$ cat src/rtl/mips_pkg.sv
// Shared MIPS datapath definitions: divider FSM states, iteration count and counter sizing.
package mips_pkg;

    typedef enum logic [1:0] {
        IDLE = 2'd0,
        CALC = 2'd1,
        FIN  = 2'd2
    } div_state_t;

    localparam int DIV_WIDTH = 32;
    localparam int DIV_ITER  = DIV_WIDTH;
    localparam int DIV_CNT_W = $clog2(DIV_ITER);

    // Counter width able to hold 0..w-1; never narrower than one bit.
    function automatic int cnt_width(input int w);
        return (w > 1) ? $clog2(w) : 1;
    endfunction

endpackage

$ cat src/rtl/mdu_divider_if.sv
// Start/busy/done handshake and operand/result bus between control unit and divider.
interface mdu_divider_if #(
    parameter int WIDTH = mips_pkg::DIV_WIDTH
);
    logic             start;
    logic             sign;
    logic [WIDTH-1:0] dividend;
    logic [WIDTH-1:0] divisor;
    logic             busy;
    logic             done;
    logic             dz;
    logic [WIDTH-1:0] quotient;
    logic [WIDTH-1:0] remainder;

    modport master (
        output start, sign, dividend, divisor,
        input  busy, done, dz, quotient, remainder
    );

    modport slave (
        input  start, sign, dividend, divisor,
        output busy, done, dz, quotient, remainder
    );
endinterface

$ cat src/rtl/mdu_divider_div_step.sv
// One restoring-division iteration: shift in a dividend bit, trial-subtract, select.
module div_step #(
    parameter int WIDTH = 32
) (
    input  logic [WIDTH-1:0] rem,
    input  logic             dividend_bit,
    input  logic [WIDTH-1:0] divisor,
    output logic [WIDTH-1:0] rem_next,
    output logic             quotient_bit
);
    logic [WIDTH:0] partial;
    logic [WIDTH:0] trial;

    // rem < divisor always holds, so the shifted partial fits in WIDTH+1 bits.
    assign partial      = {rem, dividend_bit};
    assign trial        = partial - {1'b0, divisor};
    assign quotient_bit = ~trial[WIDTH];
    assign rem_next     = trial[WIDTH] ? partial[WIDTH-1:0] : trial[WIDTH-1:0];
endmodule

$ cat src/rtl/mdu_divider.sv
// Radix-2 restoring divider for MIPS div/divu, fixed WIDTH+1 cycle latency.
// Signed (div) support is built only when MDU_DIV_SIGNED_EN is defined.
module mdu_divider
    import mips_pkg::*;
#(
    parameter int WIDTH = DIV_WIDTH
) (
    input  logic          clk,
    input  logic          rst,
    mdu_divider_if.slave  bus
);
    localparam int                CNT_W = cnt_width(WIDTH);
    localparam logic [CNT_W-1:0] LAST  = CNT_W'(WIDTH - 1);

    div_state_t       state_reg, state_next;
    logic [CNT_W-1:0] cnt_reg;
    logic [WIDTH-1:0] rem_reg, quo_reg, dvs_reg, raw_reg;
    logic             dz_pend_reg;
    logic [WIDTH-1:0] quotient_reg, remainder_reg;
    logic             done_reg, dz_reg;

    logic [WIDTH-1:0] dvd_mag, dvs_mag, q_fin, r_fin, step_rem;
    logic             step_bit, accept, calc, fin, busy;

    // ---------------- FSM: state register / next state / outputs ----------------
    always_ff @(posedge clk or posedge rst) begin
        if (rst) state_reg <= IDLE;
        else     state_reg <= state_next;
    end

    always_comb begin
        state_next = state_reg;
        case (state_reg)
            IDLE:    if (bus.start) state_next = CALC;
            CALC:    if (cnt_reg == LAST) state_next = FIN;
            FIN:     state_next = IDLE;
            default: state_next = IDLE;
        endcase
    end

    always_comb begin
        accept = 1'b0;
        calc   = 1'b0;
        fin    = 1'b0;
        busy   = 1'b0;
        case (state_reg)
            IDLE:    accept = bus.start;
            CALC:    begin calc = 1'b1; busy = 1'b1; end
            FIN:     begin fin  = 1'b1; busy = 1'b1; end
            default: ;
        endcase
    end

    // ---------------- Sign handling ----------------
`ifdef MDU_DIV_SIGNED_EN
    logic neg_q_reg, neg_r_reg;
    logic dvd_neg, dvs_neg;

    assign dvd_neg = bus.sign & bus.dividend[WIDTH-1];
    assign dvs_neg = bus.sign & bus.divisor[WIDTH-1];
    assign dvd_mag = dvd_neg ? -bus.dividend : bus.dividend;
    assign dvs_mag = dvs_neg ? -bus.divisor  : bus.divisor;
    // Negating 0x80..0 wraps back to itself, which yields the no-trap overflow result.
    assign q_fin   = neg_q_reg ? -quo_reg : quo_reg;
    assign r_fin   = neg_r_reg ? -rem_reg : rem_reg;

    always_ff @(posedge clk or posedge rst) begin
        if (rst) begin
            neg_q_reg <= 1'b0;
            neg_r_reg <= 1'b0;
        end else if (accept) begin
            neg_q_reg <= dvd_neg ^ dvs_neg;
            neg_r_reg <= dvd_neg;
        end
    end
`else
    logic sign_unused;

    assign sign_unused = bus.sign;
    assign dvd_mag     = bus.dividend;
    assign dvs_mag     = bus.divisor;
    assign q_fin       = quo_reg;
    assign r_fin       = rem_reg;
`endif

    // ---------------- Datapath ----------------
    div_step #(.WIDTH(WIDTH)) u_step (
        .rem          (rem_reg),
        .dividend_bit (quo_reg[WIDTH-1]),
        .divisor      (dvs_reg),
        .rem_next     (step_rem),
        .quotient_bit (step_bit)
    );

    // quo_reg starts as the dividend and is shifted out MSB-first while quotient bits enter.
    always_ff @(posedge clk or posedge rst) begin
        if (rst) begin
            cnt_reg       <= '0;
            rem_reg       <= '0;
            quo_reg       <= '0;
            dvs_reg       <= '0;
            raw_reg       <= '0;
            dz_pend_reg   <= 1'b0;
            quotient_reg  <= '0;
            remainder_reg <= '0;
            done_reg      <= 1'b0;
            dz_reg        <= 1'b0;
        end else begin
            done_reg <= 1'b0;
            if (accept) begin
                cnt_reg     <= '0;
                rem_reg     <= '0;
                quo_reg     <= dvd_mag;
                dvs_reg     <= dvs_mag;
                raw_reg     <= bus.dividend;
                dz_pend_reg <= (bus.divisor == '0);
            end else if (calc) begin
                cnt_reg <= cnt_reg + 1'b1;
                rem_reg <= step_rem;
                quo_reg <= {quo_reg[WIDTH-2:0], step_bit};
            end else if (fin) begin
                done_reg      <= 1'b1;
                dz_reg        <= dz_pend_reg;
                quotient_reg  <= dz_pend_reg ? '1 : q_fin;
                remainder_reg <= dz_pend_reg ? raw_reg : r_fin;
            end
        end
    end

    assign bus.busy      = busy;
    assign bus.done      = done_reg;
    assign bus.dz        = dz_reg;
    assign bus.quotient  = quotient_reg;
    assign bus.remainder = remainder_reg;
endmodule

$ cat src/flat_wrapper.sv
// flat-port wrapper written by rule: the top's interface ports become plain ports
module mdu_divider_flat import mips_pkg::*;
#(
    parameter int WIDTH = DIV_WIDTH
)
  (clk, rst, bus_start, bus_sign, bus_dividend, bus_divisor, bus_busy, bus_done, bus_dz, bus_quotient, bus_remainder);
  mdu_divider_if #(.WIDTH(WIDTH)) bus_i ();
  input  logic clk;
  input  logic rst;
  input wire logic [$bits(bus_i.start)-1:0] bus_start;
  input wire logic [$bits(bus_i.sign)-1:0] bus_sign;
  input wire logic [$bits(bus_i.dividend)-1:0] bus_dividend;
  input wire logic [$bits(bus_i.divisor)-1:0] bus_divisor;
  output wire logic [$bits(bus_i.busy)-1:0] bus_busy;
  output wire logic [$bits(bus_i.done)-1:0] bus_done;
  output wire logic [$bits(bus_i.dz)-1:0] bus_dz;
  output wire logic [$bits(bus_i.quotient)-1:0] bus_quotient;
  output wire logic [$bits(bus_i.remainder)-1:0] bus_remainder;
  assign bus_i.start = bus_start;
  assign bus_i.sign = bus_sign;
  assign bus_i.dividend = bus_dividend;
  assign bus_i.divisor = bus_divisor;
  assign bus_busy = bus_i.busy;
  assign bus_done = bus_i.done;
  assign bus_dz = bus_i.dz;
  assign bus_quotient = bus_i.quotient;
  assign bus_remainder = bus_i.remainder;
  mdu_divider #(.WIDTH(WIDTH)) u_core (.clk(clk), .rst(rst), .bus(bus_i));
endmodule
$ cat config.mk
export PLATFORM = sky130hd
export DESIGN_NAME = mdu_divider_flat
export DESIGN_NICKNAME = d
export VERILOG_FILES = /design/src/rtl/mips_pkg.sv /design/src/rtl/mdu_divider_if.sv /design/src/rtl/mdu_divider_div_step.sv /design/src/rtl/mdu_divider.sv /design/src/flat_wrapper.sv
export SDC_FILE = /design/constraint.sdc
export NUM_CORES = 1
export LEC_CHECK = 0
export BUFFER_PORTS_ARGS = -buffer_cell sky130_fd_sc_hd__buf_4
export CORE_UTILIZATION = 55
export CTS_CLUSTER_SIZE = 24
export DETAILED_ROUTE_END_ITERATION = 8
export GPL_ROUTABILITY_DRIVEN = 0
export PLACE_DENSITY_LB_ADDON = 0.05
export SYNTH_ARGS = -nofsm -noshare
export SYNTH_HDL_FRONTEND = slang
export SYNTH_HIERARCHICAL = 1
export SYNTH_SLANG_ARGS = --single-unit
$ cat constraint.sdc
create_clock -name clk -period 12.17 [get_ports clk]
set_clock_uncertainty 0.1 [all_clocks]
set_input_delay 1.217 -clock clk [delete_from_list [all_inputs] [get_ports clk]]
set_output_delay 1.217 -clock clk [all_outputs]
set_load 0.01 [all_outputs]
-- Yosys cells after proc, flatten, opt, wreduce, memory -nomap -nowiden
Cells that the tools add are included.
- register bits after elaboration: 202
- bits of input ports: 68
- logic and storage cells: 46
- $add $sub $neg: 2
- eq/ne operators: 5
- multiplexer cells: 19
- bitwise gates (word level): 3
- reductions and logical operators: 6
- operators by type and width (kind ; count):
    2-to-1 mux 32 bit ; 7
    subtractor 33 x 32 -> 33 bit ; 1
    logical NOT 32 bit ; 1
    2-to-1 mux 5 bit ; 2
    2-to-1 mux 1 bit ; 7
    adder 5 x 1 -> 5 bit, second input constant ; 1
    equality test 5 bit, second input constant ; 1
    2-to-1 mux 2 bit ; 2
    one-hot mux 2 bit (2 select lines) ; 1
    NOT 1 bit ; 3
    AND reduction 3 bit ; 1
    equality test 2 x 1 -> 1 bit, second input constant ; 1
    equality test 2 bit, second input constant ; 1
    logical NOT 2 bit ; 1
    inequality test 2 x 1 -> 1 bit, second input constant ; 1
    inequality test 2 bit, second input constant ; 1
    AND reduction 2 bit ; 1
    nonzero test 2 bit ; 1
    OR reduction 2 bit ; 1

-- Longest topological paths before layout
Gate-level depths: netlist (run 1).
- depth in word-level cells: 5
- depth in mapped cells: 17
- gate-level depth less buffers: 15

-- Cells and area by module
Netlist (run 1), hierarchy kept.
- modules (own cells, without submodules) (module ; instances ; cells an instance ; area each (um2)):
    mdu_divider ; 1 ; 809 ; 8360.5
    div_step ; 1 ; 305 ; 2358.5

-- Least setup slack after synthesis (run 1)
No wires, ideal clock.
- kind: reg-to-reg
- from: register u_core.quo_reg[31], in the netlist u_core/q_fin[31]
- to: register u_core.rem_reg[10], in the netlist u_core/r_fin[10]
- setup time: 0.119 ns
- arrival: 3.292 ns
- data required time: 11.951 ns
- setup slack: 8.659 ns
- stages on the path, launching flop included: 18
- path buffers: 2
- clock period less this slack: 3.511 ns
- cell sequence: dfrtp_1 inv_1 ha_1 fa_1 and2b_1 o2111ai_2 a21oi_2 o2111ai_1 a211oi_2 nor2_4 mux2i_4 and2_4 buf_12 inv_8 buf_12 mux2_4 mux2i_1 nor2_1
- word-level cells in the longest chain between the ends: 4
- RTL lines (item ; line ; source):
    start: declaration ; mdu_divider.sv:17 ; logic [WIDTH-1:0] rem_reg, quo_reg, dvs_reg, raw_reg;
    start signal: assignment ; mdu_divider.sv:113 ; quo_reg <= dvd_mag;
    start signal: assignment ; mdu_divider.sv:120 ; quo_reg <= {quo_reg[WIDTH-2:0], step_bit};
    subtractor 33 x 32 -> 33 bit ; mdu_divider_div_step.sv:16 ; assign trial = partial - {1'b0, divisor};
    2-to-1 mux 32 bit ; mdu_divider_div_step.sv:18 ; assign rem_next = trial[WIDTH] ? partial[WIDTH-1:0] : trial[WIDTH-1:0];
    via u_core.step_rem[10] ; mdu_divider.sv:22 ; logic [WIDTH-1:0] dvd_mag, dvs_mag, q_fin, r_fin, step_rem;
    2-to-1 mux 32 bit ; mdu_divider.sv:117 ; end else if (calc) begin
    2-to-1 mux 32 bit ; mdu_divider.sv:110 ; if (accept) begin
    end signal: assignment ; mdu_divider.sv:119 ; rem_reg <= step_rem;
    end: declaration ; mdu_divider.sv:17 ;
The timed path passes the listed nets, and every way through them passes these cells. The select of a mux whose other input is x is not followed.
A chain may end at the register's enable or synchronous reset.

-- Final worst setup path (run 1)
- from: register u_core.quo_reg[31], in the netlist u_core/q_fin[31]
- to: register u_core.rem_reg[23], in the netlist u_core/r_fin[23]
Same word-level chain as after synthesis.

==> flow_summary.json, run 1 <==
{
  "status": "completed",
  "synth-compound-area-share_pct": 10.90,
  "max_freq_mhz": 246.0,
  "fp.dieH_um": 141.6,
  "clkPwrFrac_pct": 17.4,
  "ys_seq_area_share_pct": 47.16,
  "cp_top_family": "compound AO/OA/AOI/OAI gates",
  "max_slew_margin_pct": 34.57,
  "synth_top_family_by_area": "simple AND/OR/NAND/NOR gates",
  "slowest_stage": "dfrtp_1",
  "cp_num_buf_inv": 2,
  "detail_route.first_pass.iterations": 6,
  "fillers": 1634,
  "cts_inserted_buffers": 22,
  "yosysTopAreaCell": "dfrtp_1",
  "max_cap_viol_count": 0,
  "synth_top_area_share_pct": 47.16,
  "p_sw_share_pct": 39.85,
  "synth.ff_latch_count": 202,
  "synth-xor-area-share_pct": 2.370,
  "worst_slack_ns": 8.106,
  "period_share_pct": 33.40,
  "grt_overflow_total": 0,
  "synthTopCellsByArea": "dfrtp_1 (47%), mux2i_1 (9.2%), nand2_1 (7.4%)",
  "critical_path_class": "reg -> reg",
  "drt-initial-drc-count": 359,
  "power_leakage_nw": 6.064,
  "io_pins": 135,
  "synth-adder-area-share_pct": 4.739,
  "dieWidth_um": 141.6,
  "rsz0062_at_grt": "false",
  "clock_tree.root_cell": "clkbuf_16",
  "coreArea_sq_um": 18890,
  "antenna_found_initial": 0,
  "netlist_area_sq_um": 10720,
  "crit_chain": "inv_1 -> ha_1 -> fa_1 -> and2b_1 -> o2111ai_2 -> a21oi_2 -> o2111ai_1 -> a211oi_2 -> nor2_4 -> mux2i_4 -> and2_4 -> inv_8 -> mux2_4 -> mux2i_1 -> nor2_1",
  "initial_core_util_pct": 56.74,
  "muxShareOfSynthArea_pct": 12.85,
  "worst_ir_drop_vdd_mv": 0.1342,
  "synth.avg_cell_area_sq_um": 9.622,
  "cp.required_ns": 12.42,
  "clkTransAtPathRegs_ns": 0.06,
  "synth-edff-count": 0,
  "syn_nets": 1222,
  "clockBufferDepth": 3,
  "cts_resized": 0,
  "antenna_cells": 0,
  "synthSimpleGateAreaFrac_pct": 16.08,
  "grt_max_degree": 123,
  "p_switching_w": 0.001570,
  "finalHoldViolations": 0,
  "intPower_w": 0.002370,
  "postRouteAntennaNets": 0,
  "grt_pass1_vias": 7499,
  "cts_max_level": 1,
  "area_growth_pct": 15.76,
  "vias_per_cell": 5.374,
  "worst_pin_slew_ns": 0.9814,
  "wire_per_inst_um": 15.74,
  "clock-sinks": 202,
  "endpoint_kind": "register",
  "clock_latency_ns": 0.50,
  "grtUsageTotal_pct": 24.10,
  "wl_um": 23470,
  "cts_tree": "yes",
  "synth_top_flop_cell": "dfrtp_1",
  "report.final.slew_viol_count": 0,
  "drc": 0,
  "cts_setup_buffers": 0,
  "async_flop_share_pct": 100.0,
  "power_frac_seq_pct": 30.9,
  "die_area_sq_um": 20050,
  "hpwl_um": 15960,
  "power_density_nw_per_um2": 317.6,
  "power_w": 0.003941,
  "synth.distinct_cells": 69,
  "yosys_warnings": 6,
  "postCtsHoldBufs": 0,
  "min_path_type": "reg -> reg",
  "drive_above_1_share_pct": 18.12,
  "num-nets-final": 1323,
  "grt_pass1_wl_um": 38770,
  "slowest_delay_ns": 0.46,
  "cp_data_arrival_time_ns": 4.31,
  "fin_setup_tns_ns": 0,
  "combinationalPowerShare_pct": 51.7,
  "fin_crit_ns": 4.064,
  "syn_inst": 1114,
  "pre_cts_ws_ns": 8.099,
  "port_buffers": 133,
  "start_kind": "register",
  "crit_fanout": 24,
  "num_vias": 8013,
  "finalSetupViolCount": 0,
  "rows": 50
}
## power by group through the flow
stage	Combinational [W]	Sequential (W)	Clock [W]
3_3_place_gp	0.00200	0.00122	0
3_5_place_dp	0.00204	0.00122	0
2_1_floorplan	0.00162	0.00121	0
4_1_cts	0.00205	0.00122	0.000699
6_report	0.00204	0.00122	0.000685
5_1_grt	0.00227	0.00126	0.000730
## area by class of cell
cell class / instances / area (sq um) / area share, %
Multi-Input combinational cell: 810 / 5062 / 40.80
Sequential cell: 202 / 5056 / 40.75
Timing Repair Buffer: 139 / 1044 / 8.410
Clock buffer: 32 / 659.4 / 5.314
Tap cell: 260 / 325.3 / 2.622
Inverter: 40 / 165.2 / 1.331
Clock inverter: 8 / 96.34 / 0.7764
## worst paths after layout
check / from / end / slack [ns] / cells past startpoint
setup reg to reg: u_core/q_fin[31]$_DFFE_PP0P_ / u_core/r_fin[23]$_DFFE_PP0P_ / 8.11 / 15
setup / recovery: u_core/q_fin[31]$_DFFE_PP0P_ / u_core/r_fin[23]$_DFFE_PP0P_ / 8.11 / 15
hold / removal: u_core/dvs_reg[13]$_DFFE_PP0P_ / u_core/dvs_reg[13]$_DFFE_PP0P_ / 0.37 / 2
max in group asynchronous: rst / u_core/dvs_reg[30]$_DFFE_PP0P_ / 9.63 / 3
min in group asynchronous: rst / u_core/bus.quotient[3]$_DFFE_PP0P_ / 0.77 / 2
hold reg to reg: u_core/dvs_reg[13]$_DFFE_PP0P_ / u_core/dvs_reg[13]$_DFFE_PP0P_ / 0.37 / 2
## synthesized netlist by cell type (8+ instances only)
master / instances
buf_4: 9
buf_2: 22
nand4_1: 8
o21ai_0: 48
nand3_1: 15
nor4_1: 9
xnor2_1: 14
dfrtp_1: 202
ha_1: 39
xor2_1: 15
a21oi_1: 88
mux2_4: 19
nor2_1: 143
mux2i_1: 99
a21o_1: 17
nand2_1: 212
inv_1: 39
buf_6: 14
## layer usage
| metal | share of wire [%] | track usage, % | vias to the layer above | routed length [um] |
|---|---|---|---|---|
| met5 | 0 | 0 | - | 0 |
| met4 | 1.2 | 4.244 | 0 | 293 |
| met3 | 4.5 | 3.037 | 23 | 1061 |
| met2 | 44 | 36.95 | 168 | 10320 |
| met1 | 50 | 36.96 | 3836 | 11790 |
| li1 | - | - | 3986 | - |
## kinds of logic after synthesis
kind of cell             after synthesis
XOR/XNOR                              29
adder cells (fa/ha/maj)               40
flip-flops                           202
multiplexers                         126
buffers and inverters                102
AO/OA/AOI/OAI                        197
AND/OR/NAND/NOR                      418
## cell usage in the layout (no fill, tap or decap), types with 8 or more instances in the layout
cell type,count
nand3_1,15
xor2_1,15
nand2_1,211
nor4_1,9
mux2_4,19
clkbuf_16,23
dfrtp_1,201
xnor2_1,14
a21o_1,17
a21oi_1,88
buf_4,139
ha_1,37
o21ai_0,48
inv_1,38
mux2i_1,99
nor2_1,143
nand4_1,8
## through the flow
stage	cells	util, %	hold slack, ns	instance area (sq um)
finish	1491	65.68	0.3734	12410
global route	1491	65.68	0.3938	12410
CTS	1491	65.68	0.3769	12410
detailed placement	1451	61.68	0.3620	11650
global placement	1451	61.68	0.3562	11650
floorplan	1114	-	0.3456	10720
## worst reg2reg max path: stages (launching register included)
cell and delay (ns):
dfrtp_1 0.46, inv_1 0.08, ha_1 0.22, fa_1 0.40
and2b_1 0.25, o2111ai_2 0.13, a21oi_2 0.22, o2111ai_1 0.26
a211oi_2 0.35, nor2_4 0.10, mux2i_4 0.36, and2_4 0.33
inv_8 0.13, mux2_4 0.33, mux2i_1 0.15, nor2_1 0.06
Power figures use the tool's default switching activity.
==> run 2: changes to the inputs <==
- CORE_UTILIZATION: 55 -> 53
- clock period: 12.17 -> 3.7 ns (I/O delays scaled with it)
==> run 2 against run 1 <==
Against the previous run: the run now ends with negative hold slack left; clock power increased to 3.0 times the previous value; cell count is 3.6% higher; via count rose by 0.62%; cell area up 3.7%; utilization is 0.23 points lower; largest power group unchanged.
==> flow_summary.json, run 2 (synthesis results as in run 1) <==
{
  "status": "finished, violations left",
  "violations": "negative hold slack",
  "cp.required_ns": 3.97,
  "clock_tree.root_cell": "clkbuf_16",
  "power_frac_seq_pct": 30.9,
  "wire_per_inst_um": 15.88,
  "cts_max_level": 1,
  "dp.cells": 1466,
  "drive_above_1_share_pct": 18.06,
  "crit_fanout": 12,
  "grtUsageTotal_pct": 24.44,
  "drc": 0,
  "num_vias": 8063,
  "coreArea_sq_um": 19650,
  "clockBufferDepth": 3,
  "combinationalPowerShare_pct": 53.2,
  "power_density_nw_per_um2": 1012,
  "hold_ws_ns": -0.02314,
  "dieWidth_um": 144.2,
  "max_slew_margin_pct": 46.07,
  "cts_setup_buffers": 0,
  "antenna_cells": 0,
  "report.final.slew_viol_count": 0,
  "num-nets-final": 1375,
  "fin_setup_tns_ns": 0,
  "hpwl_um": 16400,
  "grt_pass1_vias": 7898,
  "period_share_pct": 94.83,
  "min_path_type": "in -> async",
  "antenna_found_initial": 0,
  "port_buffers": 133,
  "rows": 51,
  "clock_latency_ns": 0.50,
  "vias_per_cell": 5.222,
  "p_sw_share_pct": 40.46,
  "die_area_sq_um": 20800,
  "utilization_pct": 65.44,
  "final_cell_mix": "nand2_1 (211), dfrtp_1 (201), buf_4 (146), nor2_1 (143), mux2i_1 (99)",
  "postRouteAntennaNets": 0,
  "cts_tree": "yes",
  "p_switching_w": 0.005270,
  "max_cap_viol_count": 0,
  "power_w": 0.01302,
  "drt-initial-drc-count": 339,
  "rsz0062_at_grt": "false",
  "grt_pass1_wl_um": 40210,
  "wl_um": 24520,
  "clkPwrFrac_pct": 15.9,
  "io_pins": 135,
  "clkTransAtPathRegs_ns": 0.06,
  "max_freq_mhz": 285.0,
  "initial_core_util_pct": 54.54,
  "layout_commonest_cell": "nand2_1",
  "r2r_cells": 15,
  "power_leakage_nw": 6.259,
  "layout.cells.non_filler": 1544,
  "start_kind": "register",
  "worst_ir_drop_vdd_mv": 0.3876,
  "finalHoldViolations": 4,
  "area_growth_pct": 19.99,
  "intPower_w": 0.007753,
  "cp_data_arrival_time_ns": 3.77,
  "worst_slack_ns": 0.1912,
  "detail_route.first_pass.iterations": 4,
  "fin_crit_ns": 3.509,
  "grt_max_degree": 137,
  "finalSetupViolCount": 0,
  "cts_inserted_buffers": 23,
  "clock-sinks": 202,
  "grt_overflow_total": 0,
  "endpoint_kind": "register",
  "critical_path_class": "reg -> reg",
  "pre_cts_ws_ns": 0.07380,
  "worst_pin_slew_ns": 0.8089,
  "fp.dieH_um": 144.2
}
[run 2: cell count changes in the layout (fill, tap and decap cells not counted), moves of 2 or more]
cell           delta
dlygate4sd3_1    +40
buf_4             +7
buf_12            +3
bufinv_16         -2
inv_8             -2
[run 2: final timing paths]
check                                                     from                                  to  slack, ns
worst max-delay path              u_core/q_fin[31]$_DFFE_PP0P_        u_core/r_fin[14]$_DFFE_PP0P_       0.19
worst min-delay path                                       rst  u_core/bus.quotient[2]$_DFFE_PP0P_      -0.02
worst max register to register    u_core/q_fin[31]$_DFFE_PP0P_        u_core/r_fin[14]$_DFFE_PP0P_       0.19
worst min register to register  u_core/dvs_reg[10]$_DFFE_PP0P_      u_core/dvs_reg[10]$_DFFE_PP0P_       0.37
max in group asynchronous                                  rst      u_core/raw_reg[13]$_DFFE_PP0P_       2.89
min in group clk                              bus_dividend[22]      u_core/raw_reg[22]$_DFFE_PP0P_          0
[run 2: critical path: stages (launching register included)]
cell       delay, ns
dfrtp_1         0.36
inv_1           0.05
ha_1            0.22
fa_1            0.41
and2b_1         0.25
o2111ai_2       0.13
a21oi_2         0.21
o2111ai_2       0.20
a211oi_2        0.30
nor2_4          0.10
mux2i_4         0.20
and2_4          0.20
inv_6           0.16
mux2_4          0.31
mux2i_1         0.14
nor2_1          0.05
[run 2: metal layers]
| metal | track usage, % | vias to the layer above | share of wire, % |
|---|---|---|---|
| met1 | 36.77 | 3793 | 51 |
| met5 | 0 | - | 0 |
| met2 | 38.24 | 171 | 44 |
| met4 | 4.321 | 0 | 1.0 |
| met3 | 2.947 | 20 | 4.3 |
| li1 | - | 4079 | - |
[run 2: per-stage QoR]
stage          cell area [sq um]  hold slack, ns
2_1_floorplan              10720          0.3456
3_3_place_gp               11770          0.3559
3_5_place_dp               11770          0.3624
4_1_cts                    12840       0.0004423
5_1_grt                    12860        0.005012
6_report                   12860        -0.02314
[run 2: cell type report]
type	count	area (sq um)
Fill cell	1676	6792
Multi-Input combinational cell	810	5069
Sequential cell	202	5056
Timing Repair Buffer	189	1556
Clock buffer	32	649.4
Tap cell	265	331.6
Inverter	40	166.4
Clock inverter	5	25.02
Timing Repair inverter	1	8.758
[run 2: power groups by stage]
stage	Sequential (W)	Combinational [W]	Clock, W
floorplan	0.00397	0.00534	0
global placement	0.00403	0.00668	0
detailed placement	0.00405	0.00679	0
CTS	0.00403	0.00687	0.00212
global route	0.00415	0.00776	0.00221
finish	0.00402	0.00693	0.00207
[run 2: what timing repair did]
| item | CTS | global route |
|---|---|---|
| gates resized for setup | 0 | 2 |
| hold buffers | 40 | 0 |
| setup endpoints to repair | 0 | 23 |
| hold endpoints to repair | 44 | 0 |
==> run 3: changes to the inputs <==
- RECOVER_POWER: default -> 25
==> run 3 against run 2 <==
Against the previous run: the flow finishes with violations (max-capacitance violations, max-slew violations); combinational power about the same; via count about the same; global-route usage unchanged; count of clock-buffer cells in the layout is the same; utilization shrank 0.076 points; non-clock buffer count unchanged.
==> flow_summary.json, run 3 (synthesis results as in run 1) <==
{
  "cp.required_ns": 3.96,
  "rows": 51,
  "dieWidth_um": 144.2,
  "critical_path_class": "reg -> reg",
  "finalSetupViolCount": 0,
  "coreArea_sq_um": 19650,
  "holdPathStages": 3,
  "die_area_sq_um": 20800,
  "max_cap_viol_count": 1,
  "port_buffers": 133,
  "hold_start": "bus_dividend[22]",
  "whs_endpoint": "u_core/raw_reg[22]$_DFFE_PP0P_",
  "design_area_sq_um": 12850,
  "endpoint_kind": "register",
  "clkTransAtPathRegs_ns": 0.06,
  "start_kind": "register",
  "power_w": 0.01302,
  "detail_route.first_pass.iterations": 5,
  "period_share_pct": 94.80,
  "cts_max_level": 1,
  "grt_pass1_vias": 7898,
  "rsz0062_at_grt": "false",
  "worst-r2r-setup-slack_ns": 0.19,
  "postRouteAntennaNets": 0,
  "worst_pin_slew_ns": 1.867,
  "max_slew_margin_pct": -24.47,
  "timing.rr.end": "u_core/r_fin[8]$_DFFE_PP0P_",
  "drt-initial-drc-count": 339,
  "num-nets-final": 1375,
  "layout.cells.non_filler": 1544,
  "grt_overflow_total": 0,
  "fin_crit_ns": 3.507,
  "cts_tree": "yes",
  "cts_inserted_buffers": 23,
  "r2r_cells": 15,
  "utilization_pct": 65.37,
  "max_freq_mhz": 285.1,
  "hpwl_um": 16400,
  "cp_data_arrival_time_ns": 3.77,
  "min_path_type": "in -> reg",
  "fin_setup_tns_ns": 0,
  "grt_pass1_wl_um": 40210,
  "r2r_start": "u_core/q_fin[31]$_DFFE_PP0P_",
  "grt_max_degree": 137,
  "area_growth_pct": 19.86,
  "power_leakage_nw": 6.254,
  "clockBufferDepth": 3,
  "drive_above_1_share_pct": 18.06,
  "num_vias": 8067,
  "wl_um": 24530,
  "io_pins": 135,
  "layout_commonest_cell": "nand2_1",
  "worst_ir_drop_vdd_mv": 0.3876,
  "clock-sinks": 202,
  "cts_setup_buffers": 0,
  "final_cell_mix": "nand2_1 (211), dfrtp_1 (201), buf_4 (145), nor2_1 (143), mux2i_1 (99)",
  "crit_fanout": 12,
  "wire_per_inst_um": 15.88,
  "antenna_found_initial": 0,
  "clock_latency_ns": 0.50,
  "dp.cells": 1466,
  "fp.dieH_um": 144.2,
  "clock_tree.root_cell": "clkbuf_16",
  "report.final.slew_viol_count": 137,
  "power_density_nw_per_um2": 1014,
  "finalHoldViolations": 0,
  "antenna_cells": 0,
  "violations": "max-capacitance violations, max-slew violations",
  "drc": 0,
  "placed_area_sq_um": 11770,
  "initial_core_util_pct": 54.54,
  "grtUsageTotal_pct": 24.44,
  "status": "finished, violations left",
  "vias_per_cell": 5.225
}
-- run 3: metal layers --
| metal | up-vias | part of all wire, % | GRT usage [%] |
|---|---|---|---|
| li1 | 4081 | - | - |
| met1 | 3799 | 51 | 36.77 |
| met2 | 167 | 44 | 38.24 |
| met3 | 20 | 4.2 | 2.947 |
| met4 | 0 | 0.99 | 4.321 |
| met5 | - | 0 | 0 |
-- run 3: timing repair --
| action | 4_1_cts | 5_1_grt |
|---|---|---|
| hold endpoints to repair | 44 | 0 |
| hold buffers | 40 | 0 |
| resized for setup | 0 | 2 |
| setup endpoints to repair | 0 | 23 |
-- run 3: how the worst max path moves through the flow --
stage / start / endpoint
detailed placement: u_core/q_fin[31]$_DFFE_PP0P_ / u_core/r_fin[3]$_DFFE_PP0P_
CTS: u_core/q_fin[31]$_DFFE_PP0P_ / u_core/r_fin[3]$_DFFE_PP0P_
finish: u_core/q_fin[31]$_DFFE_PP0P_ / u_core/r_fin[8]$_DFFE_PP0P_
global placement: u_core/q_fin[31]$_DFFE_PP0P_ / u_core/r_fin[7]$_DFFE_PP0P_
floorplan: u_core/q_fin[31]$_DFFE_PP0P_ / u_core/r_fin[10]$_DFFE_PP0P_
global route: u_core/q_fin[31]$_DFFE_PP0P_ / u_core/r_fin[15]$_DFFE_PP0P_
-- run 3: stage by stage --
stage | worst slack [ns] | hold WS (ns)
after global placement | 0.1105 | 0.3559
after detailed placement | 0.07380 | 0.3624
after floorplan | 0.1893 | 0.3456
after global routing | 0.02430 | 0.005012
after CTS | 0.04288 | 0.0004423
final | 0.1926 | 0.002298
-- run 3: layout make-up --
| cell class | instances | area [sq um] |
|---|---|---|
| fillers | 1678 | 6807 |
| multi-input cells | 810 | 5069 |
| flip-flops and latches | 202 | 5056 |
| repair buffers | 189 | 1544 |
| clock buffers | 32 | 649.4 |
| well taps | 265 | 331.6 |
| inverters | 40 | 163.9 |
| clock inverters | 5 | 25.02 |
| repair inverters | 1 | 8.758 |
-- run 3: power by group --
group | leakage (nW) | switching [W] | internal, W | total, W
clock | 0.338 | 0.000860 | 0.00121 | 0.00207
combinational | 3.44 | 0.00364 | 0.00329 | 0.00693
sequential | 2.48 | 0.000768 | 0.00325 | 0.00402
total | 6.25 | 0.00527 | 0.00775 | 0.0130
-- run 3: critical path, stage by stage, from the launching register on --
cell and delay [ns]:
dfrtp_1 0.36, inv_1 0.05, ha_1 0.22, fa_1 0.41, and2b_1 0.25, o2111ai_2 0.13, a21oi_2 0.21, o2111ai_2 0.20
a211oi_2 0.30, nor2_4 0.10, mux2i_4 0.20, and2_4 0.20, inv_6 0.16, mux2_4 0.31, mux2i_1 0.13, nor2_1 0.05
